$ cat config.mk
export PLATFORM = sky130hd
export DESIGN_NAME = control_state_seq
export DESIGN_NICKNAME = d
export VERILOG_FILES = /design/src/rtl/control_state_seq.sv
export SDC_FILE = /design/constraint.sdc
export NUM_CORES = 1
export LEC_CHECK = 0
export CELL_PAD_IN_SITES_DETAIL_PLACEMENT = 1
export CELL_PAD_IN_SITES_GLOBAL_PLACEMENT = 2
export CORE_MARGIN = 3
export CORE_UTILIZATION = 28
export DETAILED_ROUTE_END_ITERATION = 10
export PLACE_DENSITY_LB_ADDON = 0.05
export SYNTH_ARGS = -nofsm -noshare
export SYNTH_HDL_FRONTEND = slang
export SYNTH_SLANG_ARGS = --single-unit
$ cat constraint.sdc
create_clock -name clk -period 2.2 [get_ports clk]
set_input_delay 0.66 -clock clk [delete_from_list [all_inputs] [get_ports clk]]
set_output_delay 0.66 -clock clk [all_outputs]
set_load 0.02 [all_outputs]
$ cat src/rtl/control_state_seq.sv
// control_state_seq: sequencer emitting the 4-bit state code S for the datapath control decoder.
// Optional single-step control is enabled by defining CTRL_SEQ_SINGLE_STEP_EN.
module control_state_seq #(
  parameter int ITER_W   = 4,
  parameter int MAX_ITER = 15
) (
  input  logic              clk,
  input  logic              rst,
  input  logic              start,
  input  logic [ITER_W-1:0] n_iter,
  input  logic              stall,
  input  logic              done_ack,
`ifdef CTRL_SEQ_SINGLE_STEP_EN
  input  logic              step,
  input  logic              step_mode,
`endif
  output logic [3:0]        S,
  output logic              busy,
  output logic [ITER_W-1:0] iter_left,
  output logic              err
);
  typedef enum logic [3:0] {
    IDLE  = 4'h0,
    LOAD  = 4'h1,
    BODY0 = 4'h2,
    BODYN = 4'hA,
    DONE  = 4'hB,
    ILL0  = 4'hC,
    ILL1  = 4'hD,
    FIN1  = 4'hE,
    FIN2  = 4'hF
  } state_t;
  localparam logic [ITER_W-1:0] MAX_C = ITER_W'(MAX_ITER);
  localparam logic [ITER_W-1:0] ONE   = ITER_W'(1);
  logic [3:0]        r_s;
  logic [ITER_W-1:0] r_iter;
  logic              r_err;
  logic              w_adv;
  logic [ITER_W-1:0] w_n;
`ifdef CTRL_SEQ_SINGLE_STEP_EN
  assign w_adv = ~stall & (~step_mode | step);
`else
  assign w_adv = ~stall;
`endif
  // zero iterations still runs one pass
  assign w_n = n_iter == '0 ? ONE : (n_iter < MAX_C ? n_iter : MAX_C);
  always_ff @(posedge clk) begin
    if (rst) begin
      r_s    <= IDLE;
      r_iter <= '0;
      r_err  <= 1'b0;
    end else begin
      case (r_s)
        IDLE: if (start) begin
          r_s    <= LOAD;
          r_iter <= w_n;
          r_err  <= 1'b0;
        end
        DONE: if (done_ack) r_s <= IDLE;
        ILL0, ILL1: begin
          r_s    <= IDLE;
          r_iter <= '0;
          r_err  <= 1'b1;
        end
        BODYN: if (w_adv) begin
          r_s    <= r_iter > ONE ? BODY0 : FIN1;
          r_iter <= r_iter - ONE;
        end
        FIN1: if (w_adv) r_s <= FIN2;
        FIN2: if (w_adv) r_s <= DONE;
        default: if (w_adv) r_s <= r_s + 4'd1;
      endcase
    end
  end
  assign S         = r_s;
  assign busy      = r_s != IDLE;
  assign iter_left = r_iter;
  assign err       = r_err;
endmodule

==> results.yml <==
run_status:
  status: "finished clean"
timing:
  clock.fmax_mhz: 475
  skew_ns: 0.00468
  fin_setup_tns_ns: 0
  rsz0062_at_grt: "false"
  slew_viol_final: 0
  finalCritPeriodShare: 0.957
  setup_viol: 0
  hold_viol: 0
  tightest_slew_ns: 0.430
  fin_crit_ns: 2.11
  relSlewSlack: 0.712
  worst_hold_slack_ns: 0.478
route:
  wl_mm: 2.44
  wl_per_cell_um: 16.0
  dr.pass1.iters: 4
  vias_per_cell: 5.36
  ant_nets: 0
  vias: 814
  drc: 0
  drtIter0Drc: 24
logic_synthesis:
  yosysTopAreaCellShare: 0.231
  synth_area_um2: 781
  yosysMostFrequentCell: "dfxtp_1"
  yosys.area.top_type: "dfxtp_1"
  seq_area_frac_synth: 0.231
  synthFlopType: "dfxtp_1"
  synthTopCellsByArea: "dfxtp_1, ha_1, a211oi_1"
  synthTopCellsByCount: "dfxtp_1, nor2_1, a211oi_1, inv_1"
  synth-seq-cells: 9
  synthArstFlopShare: 0
  synth_cell_types: 40
  yosys_warnings: 0
  synthesis.nets: 108
  synth_area_per_cell_um2: 8.40
  postSynthCellCount: 93
  synth_edf_count: 0
die:
  die-area_um2: 3460
  core-area_um2: 2570
  die_x_um: 58.8
  start_util: 0.304
  fp-row-count: 18
  fp.dieH_um: 58.8
  ios: 19
critical_path:
  slowest_delay_ns: 0.61
  crit_arrival_ns: 1.45
  worstPathCellList: "buf_4 -> clkdlybuf4s50_1"
  critPathBufInv: 2
  path_depth: 2
  crit_family: "buffers and inverters"
  critical_path_class: "reg -> out"
  start_kind: "register"
  timing.rr.end: "S[1]$_SDFFE_PP0P_"
  reg2reg_setup_slack_ns: 0.17
  crit_path_top_delay_cell: "clkdlybuf4s50_1"
  required_ns: 1.54
  cp-end-kind: "output pin"
  rr_worst_depth: 8
  r2r-start: "S[0]$_SDFFE_PP0P_"
  crit_fanout: 6
clock_network:
  clk_pin_slew_ns: 0.07
  cts_max_path_buffers: 2
  clock_latency_ns: 0.27
  htreeDepth: 1
  cts_buffers: 3
  cts.sinks: 9
  cts_root_buf: "clkbuf_4"
  post-cts-setup-buffers: 0
  ctsHoldBuffers: 0
  cts_resized: 5
  cts_tree: "built"
worst_hold_path:
  hold_start: "err$_SDFFE_PP0P_"
  min_path_cells: 2
  hold_end: "err$_SDFFE_PP0P_"
  hp-class: "reg -> reg"
pwr:
  total_power_mw: 1.72
  power_density_nw_per_um2: 1610
  vdd_drop_max_v: 0.000738
  p_leak_nw: 0.424
layout:
  drive_gt1_frac: 0.230
  area_delta_synth_final_pct: 37.2
  post-route-util: 0.417
  nets: 138
  diodes: 0
grt:
  track_usage: 0.156
  antenna_found_initial: 0
  grt_overflow: 0
  grt_pass1_vias: 832
  grt_pass1_wl_mm: 4.07
  grt_max_degree: 16
place:
  gp_congestion: 0.781
  port_buffers: 18
  hpwlAfterDp_mm: 1.94
run:
  drv_cap: 0
power breakdown:
group	leakage, nW	switching, mW	internal, mW	total (mW)
registers	0.0742	0.0604	0.228	0.289
clock network	0.0150	0.0745	0.0702	0.145
logic	0.335	0.702	0.584	1.29
total	0.424	0.837	0.883	1.72
sequential cells by signal (all words and copies together) (netlist names):
signal	count
S	4
err	1
iter_left	4
placed cells by master (no fill, tap or decap), types with 2 or more instances in the layout:
master            n
o22ai_1           3
dfxtp_1           9
o21ai_0           6
a311oi_1          2
nor2b_1           2
nand2_1           4
nor2_1            8
buf_4            11
a211oi_1          7
nor3_1            4
inv_1             7
a21o_1            2
a21oi_1           6
clkdlybuf4s50_1  17
clkbuf_4          3
ha_1              5
metrics by stage:
step / worst slack (ns) / cell area (um2) / std cells
2_1_floorplan: 0.0961 / 781 / 93
3_3_place_gp: 0.0337 / 1050 / 148
3_5_place_dp: 0.00805 / 1050 / 148
4_1_cts: 0.0683 / 1070 / 152
5_1_grt: 0.00820 / 1070 / 152
6_report: 0.0937 / 1070 / 152
how the worst max path moves through the flow:
stage	to	start	slack, ns
final	S[2]	S[2]$_SDFFE_PP0P_	0.09
after global routing	iter_left[0]$_SDFFE_PP0P_	S[0]$_SDFFE_PP0P_	0.008
after CTS	S[2]	S[2]$_SDFFE_PP0P_	0.07
after detailed placement	busy	S[0]$_SDFFE_PP0P_	0.008
after global placement	busy	S[0]$_SDFFE_PP0P_	0.03
after floorplan	S[0]$_SDFFE_PP0P_	S[0]$_SDFFE_PP0P_	0.1
cell type report:
type / instances / area [um2]
Fill cell: 323 / 1500
Tap cell: 30 / 37.5
Timing Repair Buffer: 29 / 258
Inverter: 7 / 26.3
Clock buffer: 4 / 26.3
Sequential cell: 9 / 180
Multi-Input combinational cell: 73 / 543
cell families after synthesis:
group                    synth area share
AND/OR/NAND/NOR                     0.229
adder cells (fa/ha/maj)            0.0962
buffers and inverters              0.0769
AO/OA/AOI/OAI                       0.356
XOR/XNOR                           0.0112
flip-flops                          0.231
worst reg2reg max path: stages (launching register included):
cell	delay (ns)
dfxtp_1	0.34
inv_1	0.07
buf_4	0.14
ha_1	0.20
or3b_4	0.42
o2111ai_2	0.22
o211ai_4	0.15
buf_4	0.17
a211oi_1	0.23
layer usage:
metal,wire length [um],global-route usage
met2,1070,0.230
met5,0,0
met1,1200,0.219
met4,27,0.0647
met3,135,0.0329
Note: power is estimated with default switching activity, not from simulation.
